`src/rtl/traffic_pkg.sv`:
```
// Shared state encoding for the multi-approach traffic-light controller.
package traffic_pkg;
  localparam int STATE_W = 2;

  localparam logic [STATE_W-1:0] ST_ALL_RED = 2'd0;
  localparam logic [STATE_W-1:0] ST_GREEN   = 2'd1;
  localparam logic [STATE_W-1:0] ST_YELLOW  = 2'd2;
  localparam logic [STATE_W-1:0] ST_WALK    = 2'd3;

  typedef enum logic [STATE_W-1:0] {
    S_ALL_RED = ST_ALL_RED,
    S_GREEN   = ST_GREEN,
    S_YELLOW  = ST_YELLOW,
    S_WALK    = ST_WALK
  } state_e;
endpackage

```
`src/rtl/traffic_light_multi_prescaler.sv`:
```
// Clock prescaler: one-cycle tick every TICK_DIV enabled clk cycles; frozen while en=0.
module tick_prescaler #(
  parameter int TICK_DIV = 10
) (
  input  logic clk,
  input  logic rst,
  input  logic en,
  output logic tick
);
  localparam int PW = (TICK_DIV > 1) ? $clog2(TICK_DIV) : 1;

  logic [PW-1:0] cnt_q, cnt_d;

  assign tick = en && (cnt_q == PW'(TICK_DIV - 1));

  always_comb begin
    cnt_d = cnt_q;
    if (tick)    cnt_d = '0;
    else if (en) cnt_d = cnt_q + 1'b1;
  end

  always_ff @(posedge clk or posedge rst) begin
    if (rst) cnt_q <= '0;
    else     cnt_q <= cnt_d;
  end
endmodule

```
`src/rtl/traffic_light_multi.sv`:
```
// Round-robin N-approach traffic-light controller (green -> yellow -> all-red per approach).
// Optional pedestrian walk phase enabled by macro TRAFFIC_PED_EN.
module traffic_light_multi
  import traffic_pkg::*;
#(
  parameter int NUM_DIR      = 3,
  parameter int TICK_DIV     = 10,
  parameter int CNT_W        = 8,
  parameter int GREEN_TICKS  = 30,
  parameter int YELLOW_TICKS = 5,
  parameter int ALLRED_TICKS = 2,
  parameter int WALK_TICKS   = 10
) (
  input  logic                       clk,
  input  logic                       rst,
  input  logic                       en,
  output logic [NUM_DIR-1:0]         red_light,
  output logic [NUM_DIR-1:0]         yellow_light,
  output logic [NUM_DIR-1:0]         green_light,
`ifdef TRAFFIC_PED_EN
  input  logic                       ped_req,
  output logic                       walk_light,
`endif
  output logic [$clog2(NUM_DIR)-1:0] active_dir
);
  localparam int DIR_W = $clog2(NUM_DIR);
  localparam int MAXD  = 1 << CNT_W;

  if (NUM_DIR < 2) begin : g_chk_dir
    $error("NUM_DIR must be >= 2");
  end
  if (TICK_DIV < 1) begin : g_chk_div
    $error("TICK_DIV must be >= 1");
  end
  if (GREEN_TICKS < 1 || YELLOW_TICKS < 1 || ALLRED_TICKS < 1 || WALK_TICKS < 1) begin : g_chk_min
    $error("phase durations must be >= 1");
  end
  if (GREEN_TICKS >= MAXD || YELLOW_TICKS >= MAXD || ALLRED_TICKS >= MAXD || WALK_TICKS >= MAXD)
  begin : g_chk_max
    $error("phase durations must fit CNT_W");
  end

  logic tick;

  tick_prescaler #(.TICK_DIV(TICK_DIV)) u_presc (
    .clk (clk),
    .rst (rst),
    .en  (en),
    .tick(tick)
  );

  state_e             state_q, state_d;
  logic [DIR_W-1:0]   dir_q, dir_d;
  logic [CNT_W-1:0]   cnt_q, cnt_d;
  logic [NUM_DIR-1:0] red_q, red_d, yel_q, yel_d, grn_q, grn_d;
`ifdef TRAFFIC_PED_EN
  logic               ped_q, ped_d, walk_q, walk_d;
`endif

  always_comb begin
    state_d = state_q;
    dir_d   = dir_q;
    cnt_d   = cnt_q;
`ifdef TRAFFIC_PED_EN
    ped_d   = ped_q | (en && ped_req && state_q != S_WALK);
`endif
    if (tick) begin
      if (cnt_q != '0) begin
        cnt_d = cnt_q - 1'b1;
      end else begin
        case (state_q)
          S_ALL_RED: begin
`ifdef TRAFFIC_PED_EN
            if (ped_q) begin
              state_d = S_WALK;
              cnt_d   = CNT_W'(WALK_TICKS - 1);
              ped_d   = 1'b0;
            end else begin
              state_d = S_GREEN;
              cnt_d   = CNT_W'(GREEN_TICKS - 1);
            end
`else
            state_d = S_GREEN;
            cnt_d   = CNT_W'(GREEN_TICKS - 1);
`endif
          end
          S_GREEN: begin
            state_d = S_YELLOW;
            cnt_d   = CNT_W'(YELLOW_TICKS - 1);
          end
          S_YELLOW: begin
            state_d = S_ALL_RED;
            cnt_d   = CNT_W'(ALLRED_TICKS - 1);
            dir_d   = (dir_q == DIR_W'(NUM_DIR - 1)) ? '0 : dir_q + 1'b1;
          end
`ifdef TRAFFIC_PED_EN
          S_WALK: begin
            state_d = S_GREEN;
            cnt_d   = CNT_W'(GREEN_TICKS - 1);
          end
`endif
          default: begin
            state_d = S_ALL_RED;
            cnt_d   = CNT_W'(ALLRED_TICKS - 1);
          end
        endcase
      end
    end

    // Lamps decode the next state so they change on the same edge as the FSM.
    grn_d = '0;
    yel_d = '0;
    for (int d = 0; d < NUM_DIR; d++) begin
      grn_d[d] = (state_d == S_GREEN)  && (dir_d == DIR_W'(d));
      yel_d[d] = (state_d == S_YELLOW) && (dir_d == DIR_W'(d));
    end
    red_d = ~(grn_d | yel_d);
`ifdef TRAFFIC_PED_EN
    walk_d = (state_d == S_WALK);
`endif
  end

  always_ff @(posedge clk or posedge rst) begin
    if (rst) begin
      state_q <= S_ALL_RED;
      dir_q   <= '0;
      cnt_q   <= CNT_W'(ALLRED_TICKS - 1);
      red_q   <= '1;
      yel_q   <= '0;
      grn_q   <= '0;
`ifdef TRAFFIC_PED_EN
      ped_q   <= 1'b0;
      walk_q  <= 1'b0;
`endif
    end else begin
      state_q <= state_d;
      dir_q   <= dir_d;
      cnt_q   <= cnt_d;
      red_q   <= red_d;
      yel_q   <= yel_d;
      grn_q   <= grn_d;
`ifdef TRAFFIC_PED_EN
      ped_q   <= ped_d;
      walk_q  <= walk_d;
`endif
    end
  end

  assign red_light    = red_q;
  assign yellow_light = yel_q;
  assign green_light  = grn_q;
  assign active_dir   = dir_q;
`ifdef TRAFFIC_PED_EN
  assign walk_light   = walk_q;
`endif
endmodule

```
`config.mk`:
```
export PLATFORM = sky130hd
export DESIGN_NAME = traffic_light_multi
export DESIGN_NICKNAME = d
export VERILOG_FILES = /design/src/rtl/traffic_pkg.sv /design/src/rtl/traffic_light_multi_prescaler.sv /design/src/rtl/traffic_light_multi.sv
export SDC_FILE = /design/constraint.sdc
export NUM_CORES = 1
export LEC_CHECK = 0
export ABC_AREA = 1
export BUFFER_PORTS_ARGS = -buffer_cell sky130_fd_sc_hd__buf_2
export CAP_MARGIN = 40
export CORE_MARGIN = 10
export CORE_UTILIZATION = 55
export DETAILED_ROUTE_END_ITERATION = 12
export PLACE_DENSITY_LB_ADDON = 0.12
export SETUP_SLACK_MARGIN = 0.2
export SKIP_CTS_REPAIR_TIMING = 1
export SLEW_MARGIN = 20
export SYNTH_ARGS = -nofsm -noshare
export SYNTH_HDL_FRONTEND = slang
export SYNTH_SLANG_ARGS = --single-unit
```
`constraint.sdc`:
```
create_clock -name clk -period 2.8 [get_ports clk]
set_clock_uncertainty 0.2 [all_clocks]
set_input_delay 0.84 -clock clk [delete_from_list [all_inputs] [get_ports clk]]
set_output_delay 0.84 -clock clk [all_outputs]
set_load 0.005 [all_outputs]
```
==> results of run 1 <==
## layout by cell type (no fill, tap or decap), types with 2 or more instances in the layout
cell | netlist | routed
o21ai_2 | 2 | 2
inv_2 | 7 | 7
nand2_1 | 23 | 23
buf_2 | 0 | 13
inv_1 | 16 | 16
ha_1 | 3 | 3
nor2_4 | 2 | 2
nand2_4 | 4 | 4
a21oi_1 | 9 | 9
nand2_2 | 4 | 4
o21ai_0 | 8 | 8
dfstp_2 | 4 | 4
nor2_1 | 15 | 15
nand3_1 | 4 | 4
nor2_8 | 2 | 2
nand3_2 | 2 | 2
clkbuf_4 | 0 | 3
dfrtp_1 | 21 | 21
o21ai_1 | 3 | 3
o22ai_1 | 3 | 3
## how the worst max path moves through the flow
stage	startpoint	endpoint	slack, ps	cells after the start
after global routing	u_presc.cnt_q[1]	red_light[1]	620	9
after detailed placement	en	red_light[1]	470	8
after CTS	red_light[1]	red_light[1]	760	1
final	red_light[1]	red_light[1]	790	1
after global placement	en	green_light[2]	490	8
after floorplan	en	cnt_q[6]	960	7
## state kept, by name (all words and copies together), names as in the netlist
name	count
red_light	3
cnt_q	8
green_light	3
state_q	2
u_presc.cnt_q	4
active_dir	2
yellow_light	3
## power by group through the flow
stage / Combinational [mW] / Clock [mW] / Sequential [mW]
6_report: 0.267 / 0.163 / 0.475
5_1_grt: 0.305 / 0.184 / 0.481
4_1_cts: 0.269 / 0.170 / 0.475
3_5_place_dp: 0.267 / 0 / 0.482
3_3_place_gp: 0.257 / 0 / 0.478
2_1_floorplan: 0.225 / 0 / 0.470
## stage by stage
stage | utilization | hold WS (ps) | std cells
2_1_floorplan | - | 233.0 | 142
3_3_place_gp | 0.6230 | 249.5 | 183
3_5_place_dp | 0.6230 | 259.9 | 183
4_1_cts | 0.6353 | 233.1 | 187
5_1_grt | 0.6353 | 241.0 | 187
6_report | 0.6353 | 228.7 | 187
## kinds of logic after synthesis
| family | count (synthesis) | synth area share |
|---|---|---|
| fa+ha+maj | 3 | 0.02899 |
| flops | 25 | 0.4870 |
| compound gates | 26 | 0.1111 |
| simple gates | 62 | 0.2841 |
| xor+xnor | 2 | 0.01353 |
| buf+inv | 24 | 0.07537 |
## cell type report
class	count	area [sq um]
fillers	202	814.5
flip-flops and latches	25	630.6
multi-input cells	93	566.8
inverters	23	86.33
repair buffers	14	72.57
well taps	28	35.03
clock buffers	3	22.52
clock inverters	1	5.005
## metal layers
metal | global-route usage | vias to the layer above | share of wire
li1 | - | 486 | -
met1 | 0.1453 | 465 | 0.43
met2 | 0.2074 | 18 | 0.52
met3 | 0.02576 | 4 | 0.035
met4 | 0.06281 | 0 | 0.016
met5 | 0 | - | 0
==> impl_metrics.yaml, run 1 <==
outcome:
  status: "finished, final reports clean"
yosys:
  synthCells: 142
  synth-edff-count: 0
  syn_area_sq_um: 1295
  ys_types: 28
  synthTopCellsByArea: "dfrtp_1, dfstp_2, nand2_1"
  yosysTopAreaCellShare: 0.4058
  synth_top_area_cell: "dfrtp_1"
  synth-main-ff-cell: "dfrtp_1"
  syn_nets: 148
  synth_seq_cells: 25
  ys_async_sr_fraction: 1.000
  ys_seq_area_frac: 0.4870
  synthTopCellsByCount: "nand2_1, dfrtp_1, inv_1"
  yosys_warnings: 0
  post-synth-top-count-cell: "nand2_1"
  avgSynthCellArea_sq_um: 9.120
final_layout:
  layout-drive-gt1-share: 0.3082
  fin_area_sq_um: 1419
  diodes: 0
  area_growth_syn_to_layout_pct: 9.565
  fin_nets: 166
power_and_ir_drop:
  clockPowerShare: 0.180
  sw_frac_of_total: 0.3589
  internal_power_mw: 0.5806
  power.share.sequential: 0.525
  powerDensity_nw_per_um2: 638.3
  cellLeakagePower_nw: 0.7111
  comb_power_share: 0.295
  vdd_drop_max_mv: 0.3404
  power_mw: 0.9057
  p_sw_mw: 0.3251
detailed_routing:
  route.vias.total: 973
  ant_nets: 0
  dr.pass1.iters: 4
  avgRoutedWirePerCell_microns: 13.50
  drc: 0
  drt_wl_total_microns: 2525
  drt_iter0_markers: 49
  via_per_inst: 5.203
sta:
  setup_viol: 0
  worst_slack_ps: 786.9
  post-route-min-period_ps: 2013
  finalSetupTns_ps: 0
  slew_headroom: 0.7873
  slew_violations: 0
  hold_viol_final: 0
  fin_crit_sh: 0.7190
  max_freq_mhz: 496.7
  rsz0062_at_grt: "false"
  worst_pin_slew_ps: 318.3
grt:
  grt_pass1_wl_microns: 4478
  grt_max_degree: 19
  grt_usage: 0.1234
  antenna_found_initial: 0
  overflow: 0
  grt_pass1_vias: 1013
placement:
  dpl_cell_area_sq_um: 1391
  dp_hpwl_microns: 1980
  gp_congestion: 0.8601
  place_ws_ps: 472.4
  port_buffers: 13
worst_setup_path:
  regToRegEndpoint: "yellow_light[2]"
  crit_slowest_cell: "dfstp_2"
  critPathKind: "reg2out"
  required_ps: 1760
  path_cells: "buf_2"
  critical_path.max_fanout: 1
  reg2reg_depth: 10
  worst-r2r-setup-slack_ps: 840
  r2r_start: "u_presc.cnt_q[1]"
  max_stage_delay_ps: 550
  endpoint_kind: "output pin"
  path_delay_family: "flip-flops"
  critPathLaunchType: "flop"
  arrival_ps: 970
  path_buf_inv: 1
min_path:
  worst_hold_path_type: "in2async"
cts:
  clk_latency_ps: 320
  clk_pin_slew_ps: 140
  tritoncts: "yes"
  tritoncts.num_buffers: 3
  clock-root-buffer: "clkbuf_4"
  h-tree-depth: 1
  clock-sinks: 25
  clockBufferDepth: 2
floorplan:
  rows: 17
  fp.dieW_microns: 68.53
  io_pins: 14
  start_util: 0.5798
  core_area_sq_um: 2233
  die_area_sq_um: 4696
  die_y_microns: 68.53
job:
  cap_violations: 0
Power figures use the tool's default switching activity.
==> inputs of run 2 (changes only) <==
--- a/config.mk
+++ b/config.mk
@@ -5,7 +5,7 @@
 export SDC_FILE = /design/constraint.sdc
 export NUM_CORES = 1
 export LEC_CHECK = 0
-export ABC_AREA = 1
+export ABC_AREA = 0
 export BUFFER_PORTS_ARGS = -buffer_cell sky130_fd_sc_hd__buf_2
 export CAP_MARGIN = 40
 export CORE_MARGIN = 10
==> constraint.sdc (replaced) <==
create_clock -name clk -period 1.9 [get_ports clk]
set_clock_uncertainty 0.2 [all_clocks]
set_input_delay 0.57 -clock clk [delete_from_list [all_inputs] [get_ports clk]]
set_output_delay 0.57 -clock clk [all_outputs]
set_load 0.005 [all_outputs]
==> run 2 against run 1 <==
Compared with the run above: the run now ends with negative setup slack left; global-route usage rose by 1.7 points; utilization increased by 26 points; power rose to 3.6 times the previous value; largest power group is now combinational cells.
==> impl_metrics.yaml, run 2 <==
yosys:
  synthTopCellsByCount: "dfrtp_1, nor2_1, inv_1"
  synth-main-ff-cell: "dfrtp_1"
  synth_top_area_cell: "dfrtp_1"
  synthCells: 127
  syn_area_sq_um: 1305
  synthTopCellsByArea: "dfrtp_1, dfstp_2, a211oi_1"
  ys_types: 43
  synth-edff-count: 0
  syn_nets: 133
  ys_seq_area_frac: 0.4832
  synth_seq_cells: 25
  yosys_warnings: 0
  avgSynthCellArea_sq_um: 10.28
  post-synth-top-count-cell: "dfrtp_1"
  ys_async_sr_fraction: 1.000
  yosysTopAreaCellShare: 0.4027
detailed_routing:
  via_per_inst: 6.684
  avgRoutedWirePerCell_microns: 23.88
  ant_nets: 0
  dr.pass1.iters: 4
  drt_iter0_markers: 111
  drt_wl_total_microns: 4919
  drc: 0
  route.vias.total: 1377
cts:
  h-tree-depth: 1
  clk_latency_ps: 310
  clock-root-buffer: "clkbuf_4"
  clockBufferDepth: 2
  tritoncts: "yes"
  tritoncts.num_buffers: 3
  clock-sinks: 25
  clk_pin_slew_ps: 140
power_and_ir_drop:
  vdd_drop_max_mv: 1.192
  power_mw: 3.226
  powerDensity_nw_per_um2: 1622
  cellLeakagePower_nw: 0.9016
final_layout:
  fin_area_sq_um: 1989
  top_regs: "cnt_q x8, u_presc.cnt_q x4"
  largest_reg_flops: 8
  largest-register: "cnt_q"
  final_common_cell: "buf_4"
  layout-drive-gt1-share: 0.5506
  final_util: 0.8908
  fin_nets: 185
  area_growth_syn_to_layout_pct: 52.44
  final_cell_mix: "buf_4, dfrtp_1, buf_6"
  diodes: 0
sta:
  worst_pin_slew_ps: 457.6
  slew_headroom: 0.6926
  setup_viol: 16
  finalSetupTns_ps: -1594
  rsz0062_at_grt: "true"
  worst_slack_ps: -193.9
  hold_viol_final: 0
  slew_violations: 0
  fin_crit_sh: 1.102
  max_freq_mhz: 477.6
  post-route-min-period_ps: 2094
placement:
  port_buffers: 13
  dp_hpwl_microns: 2331
  dpl_cell_area_sq_um: 1634
  place_ws_ps: -152.4
  gp_congestion: 0.8013
job:
  cap_violations: 0
grt:
  grt_pass1_vias: 1119
  overflow: 0
  grt_usage: 0.1409
  antenna_found_initial: 0
  grt_max_degree: 26
  grt_pass1_wl_microns: 5126
worst_setup_path:
  critPathKind: "reg2reg"
  endpoint_kind: "flop"
  critPathLaunchType: "flop"
  required_ps: 1910
  arrival_ps: 2100
  critical_path.max_fanout: 7
floorplan:
  core_area_sq_um: 2233
  start_util: 0.5843
  die_y_microns: 68.71
  io_pins: 14
  rows: 17
  die_area_sq_um: 4721
  fp.dieW_microns: 68.71
min_path:
  worst_hold_path_type: "in2async"
outcome:
  status: "finished, violations left"
  violations: "negative setup slack"
## run 2: worst paths after layout
path / from / end / slack, ps / depth (start not counted)
max in group asynchronous: rst / red_light[1] / 1120 / 3
worst min-delay path: rst / state_q[0] / 90 / 3
worst max-delay path: cnt_q[4] / cnt_q[6] / -190 / 5
min in group clk: en / u_presc.cnt_q[0] / 410 / 3
worst max register to register: cnt_q[4] / cnt_q[6] / -190 / 5
worst min register to register: u_presc.cnt_q[3] / u_presc.cnt_q[3] / 410 / 1
## run 2: kinds of logic after synthesis
family | count (synthesis) | share of synthesized area
buffers and inverters | 14 | 0.04123
adder cells (fa/ha/maj) | 3 | 0.02877
flip-flops | 25 | 0.4832
multiplexers | 6 | 0.04985
AO/OA/AOI/OAI | 34 | 0.1889
XOR/XNOR | 1 | 0.006713
AND/OR/NAND/NOR | 44 | 0.2013
## run 2: metrics by stage
| stage | std cells | hold WS, ps |
|---|---|---|
| after floorplan | 127 | 309.1 |
| after global placement | 190 | 348.0 |
| after detailed placement | 190 | 350.2 |
| after CTS | 194 | 81.42 |
| after global routing | 206 | 104.9 |
| final | 206 | 85.71 |
## run 2: cell type report
cell class / count / area, sq um
flip-flops and latches: 25 / 633.1
well taps: 28 / 35.03
inverters: 7 / 26.28
clock buffers: 4 / 26.28
repair buffers: 54 / 436.7
multi-input cells: 88 / 832.0
fillers: 101 / 244.0
## run 2: layer usage
layer / wire, microns / share of wire / GRT usage / vias up
met2: 2562 / 0.52 / 0.2385 / 105
li1: - / - / - / 584
met3: 379 / 0.077 / 0.02738 / 22
met4: 213 / 0.043 / 0.04926 / 0
met1: 1763 / 0.36 / 0.1748 / 666
met5: 0 / 0 / 0 / -
## run 2: power by group
part / switching (mW) / internal, mW
sequential: 0.144 / 0.715
clock: 0.154 / 0.0819
combinational: 1.10 / 1.03
total: 1.40 / 1.82
## run 2: critical path, cell delays in order (launching register included)
cell	delay, ps
dfrtp_1	420
or4_4	530
buf_4	150
buf_8	140
nor3_4	210
mux2_4	340
